==> src/rtl/pipelined_cla_adder_pkg.sv <==
// Shared types and elaboration helpers for the pipelined carry-lookahead adder.
package cla_pkg;

    typedef enum logic {
        OP_ADD = 1'b0,
        OP_SUB = 1'b1
    } op_e;

    localparam int DEFAULT_CHUNK = 8;

    // True when the operand width splits into a whole number of slices.
    function automatic bit width_ok(input int width, input int chunk);
        return (chunk > 0) && ((width % chunk) == 0);
    endfunction

endpackage

==> src/rtl/pipelined_cla_adder_slice.sv <==
// Combinational CHUNK-bit carry-lookahead slice. Every carry is built
// directly from generate/propagate terms and the slice carry-in, so no
// carry ripples from bit to bit inside the slice.
module cla_slice
    import cla_pkg::*;
#(
    parameter int CHUNK = DEFAULT_CHUNK
) (
    input  logic [CHUNK-1:0] a,
    input  logic [CHUNK-1:0] b,
    input  logic             cin,
    output logic [CHUNK-1:0] sum,
    output logic             cout,
    output logic             c_msb_in
);

    logic [CHUNK-1:0] g;
    logic [CHUNK-1:0] p;
    logic [CHUNK:0]   c;

    assign g = a & b;
    assign p = a | b;

    // Expanded lookahead: c[i+1] = OR_j ( g[j] & p[j+1..i] ) | ( p[0..i] & cin ).
    always_comb begin
        logic term;
        logic acc;
        c    = '0;
        c[0] = cin;
        for (int i = 0; i < CHUNK; i++) begin
            acc = 1'b0;
            for (int j = 0; j <= i; j++) begin
                term = g[j];
                for (int k = j + 1; k <= i; k++) begin
                    term = term & p[k];
                end
                acc = acc | term;
            end
            term = cin;
            for (int k = 0; k <= i; k++) begin
                term = term & p[k];
            end
            c[i+1] = acc | term;
        end
    end

    assign sum      = a ^ b ^ c[CHUNK-1:0];
    assign cout     = c[CHUNK];
    assign c_msb_in = c[CHUNK-1];

endmodule

==> src/rtl/pipelined_cla_adder.sv <==
// Pipelined add/subtract unit: one CLA slice per stage with the carry
// registered between stages. The whole pipe advances together whenever the
// output slot is empty or being consumed, so bubbles are kept in place.
module pipelined_cla_adder
    import cla_pkg::*;
#(
    parameter int WIDTH = 32,
    parameter int CHUNK = DEFAULT_CHUNK,
    parameter int TAG_W = 4
) (
    input  logic             clk,
    input  logic             reset,
    input  logic             i_valid,
    output logic             o_ready,
    input  logic [WIDTH-1:0] i_a,
    input  logic [WIDTH-1:0] i_b,
    input  logic             i_cin,
    input  op_e              i_op,
    input  logic [TAG_W-1:0] i_tag,
    output logic             o_valid,
    input  logic             i_ready,
    output logic [WIDTH-1:0] o_sum,
    output logic             o_cout,
    output logic             o_ovf,
    output logic             o_zero,
    output logic [TAG_W-1:0] o_tag
);

    localparam int STAGES = WIDTH / CHUNK;

    if (!width_ok(WIDTH, CHUNK)) begin : g_bad_width
        $error("pipelined_cla_adder: WIDTH must be a multiple of CHUNK");
    end
    if (CHUNK < 2) begin : g_bad_chunk
        $error("pipelined_cla_adder: CHUNK must be at least 2");
    end

    logic             en;
    logic [WIDTH-1:0] b_eff;
    logic             cin_eff;
    logic             ovf_q;
    logic             zero_q;

    assign en      = ~o_valid | i_ready;
    assign o_ready = en;

    // Subtraction is a + ~b + 1; the caller's carry-in only matters for ADD.
    assign b_eff   = (i_op == OP_SUB) ? ~i_b : i_b;
    assign cin_eff = (i_op == OP_SUB) ? 1'b1 : i_cin;

    for (genvar k = 0; k < STAGES; k++) begin : g_stage
        logic             in_valid;
        logic [WIDTH-1:0] in_a;
        logic [WIDTH-1:0] in_b;
        logic [WIDTH-1:0] in_sum;
        logic             in_carry;
        logic [TAG_W-1:0] in_tag;
        logic [CHUNK-1:0] slice_sum;
        logic             slice_cout;
        logic             slice_msb;
        logic [WIDTH-1:0] nxt_sum;
        logic             q_valid;
        logic [WIDTH-1:0] q_a;
        logic [WIDTH-1:0] q_b;
        logic [WIDTH-1:0] q_sum;
        logic             q_carry;
        logic [TAG_W-1:0] q_tag;
        logic             unused_stage;

        if (k == 0) begin : g_head
            assign in_valid = i_valid;
            assign in_a     = i_a;
            assign in_b     = b_eff;
            assign in_sum   = '0;
            assign in_carry = cin_eff;
            assign in_tag   = i_tag;
        end else begin : g_body
            assign in_valid = g_stage[k-1].q_valid;
            assign in_a     = g_stage[k-1].q_a;
            assign in_b     = g_stage[k-1].q_b;
            assign in_sum   = g_stage[k-1].q_sum;
            assign in_carry = g_stage[k-1].q_carry;
            assign in_tag   = g_stage[k-1].q_tag;
        end

        cla_slice #(.CHUNK(CHUNK)) u_slice (
            .a        (in_a[k*CHUNK +: CHUNK]),
            .b        (in_b[k*CHUNK +: CHUNK]),
            .cin      (in_carry),
            .sum      (slice_sum),
            .cout     (slice_cout),
            .c_msb_in (slice_msb)
        );

        // Drop this stage's sum chunk into the partially built result.
        always_comb begin
            nxt_sum                      = in_sum;
            nxt_sum[k*CHUNK +: CHUNK]    = slice_sum;
        end

        // Stage register: everything moves one slot forward when the pipe advances.
        always_ff @(posedge clk) begin
            if (reset) begin
                q_valid <= 1'b0;
                q_a     <= '0;
                q_b     <= '0;
                q_sum   <= '0;
                q_carry <= 1'b0;
                q_tag   <= '0;
            end else if (en) begin
                q_valid <= in_valid;
                q_a     <= in_a;
                q_b     <= in_b;
                q_sum   <= nxt_sum;
                q_carry <= slice_cout;
                q_tag   <= in_tag;
            end
        end

        // Consumed operand chunks and inner-slice MSB carries are intentionally dropped.
        assign unused_stage = ^{in_a, in_b, slice_msb};
    end

    // Overflow and zero are decided alongside the final sum chunk and held with it.
    always_ff @(posedge clk) begin
        if (reset) begin
            ovf_q  <= 1'b0;
            zero_q <= 1'b0;
        end else if (en) begin
            ovf_q  <= g_stage[STAGES-1].slice_msb ^ g_stage[STAGES-1].slice_cout;
            zero_q <= (g_stage[STAGES-1].nxt_sum == '0);
        end
    end

    logic unused_tail;
    assign unused_tail = ^{g_stage[STAGES-1].q_a, g_stage[STAGES-1].q_b};

    assign o_valid = g_stage[STAGES-1].q_valid;
    assign o_sum   = g_stage[STAGES-1].q_sum;
    assign o_cout  = g_stage[STAGES-1].q_carry;
    assign o_tag   = g_stage[STAGES-1].q_tag;
    assign o_ovf   = ovf_q;
    assign o_zero  = zero_q;

endmodule
==> config.mk <==
export PLATFORM = sky130hd
export DESIGN_NAME = pipelined_cla_adder
export DESIGN_NICKNAME = d
export VERILOG_FILES = /design/src/rtl/pipelined_cla_adder_pkg.sv /design/src/rtl/pipelined_cla_adder_slice.sv /design/src/rtl/pipelined_cla_adder.sv
export SDC_FILE = /design/constraint.sdc
export NUM_CORES = 1
export LEC_CHECK = 0
export CAP_MARGIN = 5
export CORE_MARGIN = 3
export CORE_UTILIZATION = 56
export CTS_BUF_LIST = sky130_fd_sc_hd__clkbuf_8 sky130_fd_sc_hd__clkbuf_16
export DETAILED_ROUTE_END_ITERATION = 12
export HOLD_SLACK_MARGIN = 0.1
export PLACE_DENSITY = 0.89
export SETUP_SLACK_MARGIN = 0.05
export SLEW_MARGIN = 20
export SYNTH_ARGS = -nofsm -noshare
export SYNTH_HDL_FRONTEND = slang
export SYNTH_SLANG_ARGS = --single-unit
export TNS_END_PERCENT = 50
==> constraint.sdc <==
create_clock -name clk -period 3.6 [get_ports clk]
set_input_delay 0.54 -clock clk [delete_from_list [all_inputs] [get_ports clk]]
set_output_delay 0.54 -clock clk [all_outputs]
set_load 0.01 [all_outputs]
==> impl_results.md, run 1 <==
- Critical path's slowest cell: fa_1
- Hold Path Depth: 2
- Maxcap violations: 0
- Antenna fix cells: 0
- Post-Syn Area: 9050 µm²
- Global-route usage over all layers: between 20% and 30%
- Peak supply drop: 0.333 mV
- Avg Inst Size Synth: between 7 and 8 µm²
- Die Height: 133 µm
- Routed wire length: around 20 mm
- Worst Clk Skew: 0.00637 ns
- Ys flop type: dfxtp_1
- Clk buf depth: 3
- Leak: approximately 4.5 nW
- Yosys warnings: 0
- Hold path startpoint: reset
- Routability cong.: 0.856
- Commonest non-fill, non-tap cells in the layout: 316 x nand2_1, 202 x dfxtp_1, 171 x a21oi_1
- Routed WL per cell: approximately 14 µm
- WHS Endpoint: g_stage[0].q_sum[1]$_SDFFE_PP0P_
- Startpoint class of the critical path: flip-flop
- Asr flop ratio synth: 0%
- CP required: roughly 4 ns
- Initial DRC Count: ~640
- Design Power: 5.34 mW
- # clock sinks: roughly 200
- CTS clk-pin slew, worst paths: 0.06 ns
- Inst Count DP: around 1400
- CP Max Fanout: 3
- Final hold vios: 0
- Die ar.: between 15000 and 20000 µm²
- Crit. End Element: flip-flop
- Post-route DRC: 0
- Pwr dens: 485 nW/µm²
- Setup-failing EPs final: 0
- Slowest cell delay on critical path: roughly 0.56 ns
- Syn nets: approximately 1300
- Slew Viols, Final: 0
- Total number of vias: 7579
- First-pass GRT wire length: 33.9 mm
- Distinct cells, synth: 42
- Post-DRT Antenna Nets: 0
- Post-route minimum period: 2.67 ns
- Largest net degree at the start of global routing: about 190
- Post_cts resized: 0
- Vias in the first global route: a little over 7000
- Max frequency: roughly 370 MHz
- Sequential share of the synthesized area: between 40% and 50%
- HPWL Detailed: between 10 and 15 mm
- Final Non-Filler Cells: roughly 1400
- Initial Util: 58.5%
- Worst-Margin Slew: 0.930 ns
- Clk_lat worst skew: approximately 0.48 ns
- Post-synthesis cell count: 1137
- TritonCTS clock tree: done
- Reg2reg path depth: 8
- Io pins: about 120
- Setup Fix Bufs, Post-CTS: 0
- Port bufs: 114
- NumNets Final: approximately 1400
- # hold bufs at CTS: 0
- Setup TNS: 0 ns
- Fin crit share: roughly 74%
- WS Path Type: reg -> reg
- Synth-to-layout area growth: 21.6%
- TritonCTS Buffers: 20
- Crit-path cells: inv_1 -> fa_1 -> nor4b_1 -> nand4_1 -> nor4_1 -> nand4_1 -> or4_1 -> o31ai_1
- # fillers: around 1200
- Worst r2r src: g_stage[2].q_a[24]$_SDFFE_PP0P_
- Core area: 15500 µm²
- Vias per inst: roughly 5.3
- Flop2flop setup slack: slightly above 0.9 ns
- Initial antenna violation count: 0
- Leading cell type in the layout, fill and taps excluded: nand2_1
- FF+latch count, synth: ~200
- Crit path DAT: around 3.1 ns
- HP Class: in -> reg
- Slew HR: about 38%
- Reg-to-reg endpoint: o_zero$_SDFFE_PP0P_
- Layout cell share with drive strength beyond 1: between 3 and 4%
- Drt first pass iters: 4
- Die width: between 100 and 150 µm
- Most used cell, CP: nand4_1
- EDFF count, synth: 0
- Clock Tree Root: clkbuf_16
- Rows: 45
- H-tree depth: 1
- Unrepaired setup endpoints after global routing: no
- Global route overflow: 0
- Status: finished, final reports clean
==> sequential cells by signal, indices dropped and copies added, names as in the netlist <==
register and flops:
o_tag 4, g_stage.q_valid 3, g_stage.q_carry 3, o_ovf 1
g_stage.q_a 48, o_sum 32, g_stage.q_b 48, g_stage.q_sum 48
o_cout 1, g_stage.q_tag 12, o_zero 1, o_valid 1
==> worst max-delay path by stage <==
stage                                         start                               end  slack [ns]  cells past startpoint
CTS                 g_stage[2].q_a[24]$_SDFFE_PP0P_               o_zero$_SDFFE_PP0P_        0.94                      8
finish              g_stage[2].q_a[24]$_SDFFE_PP0P_               o_zero$_SDFFE_PP0P_        0.93                      8
global placement                             i_b[0]  g_stage[0].q_sum[7]$_SDFFE_PP0P_        0.93                      9
global route        g_stage[2].q_a[24]$_SDFFE_PP0P_               o_zero$_SDFFE_PP0P_        0.75                      8
floorplan                                      i_op  g_stage[0].q_sum[7]$_SDFFE_PP0P_        0.84                     10
detailed placement                           i_b[0]  g_stage[0].q_sum[7]$_SDFFE_PP0P_        0.90                      9
==> stage by stage <==
stage / hold WS, ns / util (%) / area [µm²] / setup WS (ns)
after floorplan: 0.425 / - / 9050 / 0.842
after global placement: 0.436 / 66.3 / 10300 / 0.932
after detailed placement: 0.444 / 66.3 / 10300 / 0.896
after CTS: 0.377 / 71.1 / 11000 / 0.939
after global routing: 0.400 / 71.1 / 11000 / 0.753
final: 0.393 / 71.1 / 11000 / 0.933
==> cell usage after synthesis (5+ instances only) <==
library cell / number / area, µm²
dfxtp_1: 202 / 4040
nor4_1: 5 / 31.3
ha_1: 64 / 801
nand2_1: 316 / 1190
nor2_1: 53 / 199
o21bai_1: 8 / 60.1
clkbuf_1: 60 / 225
a21oi_1: 171 / 856
nor3_1: 7 / 35.0
a211oi_1: 33 / 248
nor2b_1: 8 / 50.1
xor2_1: 27 / 236
o21ai_0: 12 / 60.1
a31oi_1: 6 / 37.5
buf_1: 10 / 37.5
xnor2_1: 28 / 245
inv_1: 85 / 319
==> routing by layer <==
metal	global-route usage, %	vias to the layer above	share of wire (%)
met2	37.6	218	48
li1	-	3831	-
met1	30.5	3500	45
met5	0	-	0
met4	5.54	0	1.8
met3	3.40	30	5.8
==> worst max-delay path, delay by kind of cell, from the launching register on <==
family	cells	cell delay (ns)
simple gates	5	1.37
compound gates	1	0.21
fa+ha+maj	1	0.56
buf+inv	1	0.09
flops	1	0.36
==> layout make-up <==
class                      count  area (µm²)  share of cell area, %
sequential                   202        4040                   36.7
timing repair buffer         119        1200                   10.9
tap                          211         264                   2.40
multi-input combinational    780        4430                   40.3
inverter                      85         324                   2.94
clock inverter                 7         108                  0.977
clock buffer                  29         636                   5.77
==> cell families (layout without fill, tap and decap cells) <==
kind of cell	count (synthesis)	after routing	share of synthesized area [%]
AOI/OAI and AO/OA	246	246	15.5
xor gates and xnor gates	55	55	5.32
adders and majority gates	68	68	9.73
DFF	202	202	44.7
and+or+nand+nor	410	410	18.2
buffers and inverters	155	240	6.43
muxes	1	1	0.111
==> report_power, final <==
part           leakage, nW  internal, mW  switching [mW]
clock                0.377          1.44           0.833
combinational         2.42         0.292           0.309
sequential            1.66          2.38          0.0920
total                 4.45          4.11            1.23
No activity file was read; power rests on OpenSTA's default activity.
==> run 2, diff against run 1 <==
clock period = 2.55 ns   (was 3.6 ns; I/O delays follow)
==> run 2 against run 1 <==
Net effect:
- combinational power increased by 43%
- register-to-register slack got worse by 0.79 ns
- sequential power increased by 41%
- routed wire length increased by 0.50%
- critical endpoint unchanged
==> impl_results.md, run 2 (synthesis gave the netlist of run 1 again) <==
- Total number of vias: 7594 (was 7579)
- Global-route usage over all layers: 22.4% (about the same)
- # fillers: 1167 (was 1155)
- Global route overflow: 0 (unchanged)
- Die ar.: 17700 µm² (unchanged)
- Clk buf depth: 3 (unchanged)
- Largest regs: g_stage.q_a: 48 flops, g_stage.q_b: 48 flops, g_stage.q_sum: 48 flops (unchanged)
- Maxcap violations: 0 (unchanged)
- Initial Util: 58.5% (unchanged)
- Synth-to-layout area growth: 21.9% (was 21.6%)
- TritonCTS clock tree: done (unchanged)
- Routed WL per cell: 14.1 µm (about the same)
- CP Max Fanout: 3 (unchanged)
- Startpoint class of the critical path: flip-flop (unchanged)
- Design Power: 7.32 mW (was 5.34 mW)
- Commonest non-fill, non-tap cells in the layout: 316 x nand2_1, 201 x dfxtp_1, 171 x a21oi_1 (was 316 x nand2_1, 202 x dfxtp_1, 171 x a21oi_1)
- Final hold vios: 0 (unchanged)
- Initial DRC Count: 611 (was 638)
- Post-placement setup slack: -0.0433 ns (was 0.896 ns)
- Vias per inst: 5.28 (was 5.29)
- CTS clk-pin slew, worst paths: 0.06 ns (about the same)
- Core area: 15500 µm² (unchanged)
- Leading cell type in the layout, fill and taps excluded: nand2_1 (unchanged)
- HPWL Detailed: 13.5 mm (was 13.2 mm)
- Status: finished, final reports clean (unchanged)
- Fin crit share: 94.5% (was 74.1%)
- Io pins: 115 (unchanged)
- Post-route DRC: 0 (unchanged)
- Final WS setup: 0.141 ns (was 0.933 ns)
- Worst Clk Skew: 0.00540 ns (was 0.00637 ns)
- Post-DRT Antenna Nets: 0 (unchanged)
- NumNets Final: 1358 (was 1350)
- Leak: 4.48 nW (was 4.45 nW)
- Final Non-Filler Cells: 1438 (was 1433)
- Rows: 45 (unchanged)
- Max frequency: 415 MHz (was 375 MHz)
- Routability cong.: 0.889 (was 0.856)
- Inst Count DP: 1404 (was 1397)
- Port bufs: 114 (unchanged)
- Routed wire length: 20.3 mm (was 20.2 mm)
- CP required: 2.95 ns (was 3.99 ns)
- Slew HR: 40.9% (was 38.0%)
- Worst-Margin Slew: 0.887 ns (was 0.930 ns)
- Crit. End Element: flip-flop (unchanged)
- Clk_lat worst skew: 0.49 ns (was 0.48 ns)
- Crit path DAT: 2.81 ns (was 3.06 ns)
- Worst r2r src: g_stage[2].q_a[24]$_SDFFE_PP0P_ (unchanged)
- Final core utilization: 71.2% (was 71.1%)
- # hold bufs at CTS: 0 (unchanged)
- Vias in the first global route: 7173 (was 7228)
- Drt first pass iters: 5 (was 4)
- Unrepaired setup endpoints after global routing: yes (was no)
- Post-route minimum period: 2.41 ns (was 2.67 ns)
- H-tree depth: 1 (unchanged)
- Die Height: 133 µm (unchanged)
- Crit path launch: g_stage[2].q_a[24]$_SDFFE_PP0P_ (unchanged)
- Slew Viols, Final: 0 (unchanged)
- Layout cell share with drive strength beyond 1: 4.24% (was 3.76%)
- Largest net degree at the start of global routing: 197 (was 188)
- Initial antenna violation count: 0 (unchanged)
- HP Class: in -> reg (unchanged)
- # clock sinks: 202 (unchanged)
- Die width: 133 µm (unchanged)
- First-pass GRT wire length: 33.8 mm (was 33.9 mm)
- WS Path Type: reg -> reg (unchanged)
- Hold path startpoint: reset (unchanged)
- Setup-failing EPs final: 0 (unchanged)
- Peak supply drop: 0.554 mV (was 0.333 mV)
- Pwr dens: 663 nW/µm² (was 485 nW/µm²)
- Clock Tree Root: clkbuf_16 (unchanged)
- Antenna fix cells: 0 (unchanged)
- TritonCTS Buffers: 21 (was 20)
==> run 2: area by class of cell <==
| cell class | count | area, µm² | share of cell area [%] |
|---|---|---|---|
| repair buffers | 126 | 1260 | 11.5 |
| multi-input cells | 780 | 4460 | 40.4 |
| well taps | 211 | 264 | 2.39 |
| inverters | 85 | 324 | 2.94 |
| clock inverters | 6 | 53.8 | 0.488 |
| clock buffers | 28 | 622 | 5.64 |
| flip-flops and latches | 202 | 4050 | 36.7 |
==> run 2: metal layers <==
| metal | share of wire (%) | vias to the layer above | track usage, % |
|---|---|---|---|
| li1 | - | 3851 | - |
| met1 | 46 | 3498 | 31.2 |
| met2 | 46 | 209 | 36.1 |
| met3 | 5.9 | 36 | 4.31 |
| met4 | 1.8 | 0 | 5.54 |
| met5 | 0 | - | 0 |
==> run 2: final timing paths <==
path | endpoint | slack (ns) | cells past startpoint
worst min-delay path | o_ovf$_SDFFE_PP0P_ | 0.31 | 4
worst min register to register | o_sum[3]$_SDFFE_PP0P_ | 0.45 | 2
worst max register to register | o_zero$_SDFFE_PP0P_ | 0.14 | 8
worst max-delay path | o_zero$_SDFFE_PP0P_ | 0.14 | 8
==> run 2: metrics by stage <==
step / hold WS (ns) / TNS [ns] / area, µm²
after floorplan: 0.425 / 0 / 9050
after global placement: 0.437 / 0 / 10300
after detailed placement: 0.441 / -0.0737 / 10300
after CTS: 0.291 / 0 / 11000
after global routing: 0.302 / 0 / 11000
final: 0.315 / 0 / 11000
==> run 2: power breakdown <==
| group | total [mW] | switching [mW] | internal, mW |
|---|---|---|---|
| sequential | 3.49 | 0.128 | 3.36 |
| combinational | 0.862 | 0.438 | 0.425 |
| clock | 2.96 | 1.17 | 1.79 |
| total | 7.32 | 1.74 | 5.58 |
==> run 2: what timing repair did <==
| item | CTS | global route |
|---|---|---|
| resized for setup | 2 | 3 |
| buffers inserted | 0 | 0 |
| pin swaps | 0 | 1 |
| setup endpoints to repair | 1 | 1 |
==> run 2: critical path: stages, from the launching register on <==
cell	delay [ns]
dfxtp_2	0.34
inv_1	0.07
fa_1	0.57
nor4b_4	0.20
nand4_1	0.15
nor4_2	0.19
nand4_1	0.17
or4_1	0.44
o31ai_1	0.19
==> run 3, diff against run 2 <==
GPL_TIMING_DRIVEN = 1   (was unset)
==> results of run 3 <==
Final layout, timing and power as in run 2 (identical DEF).
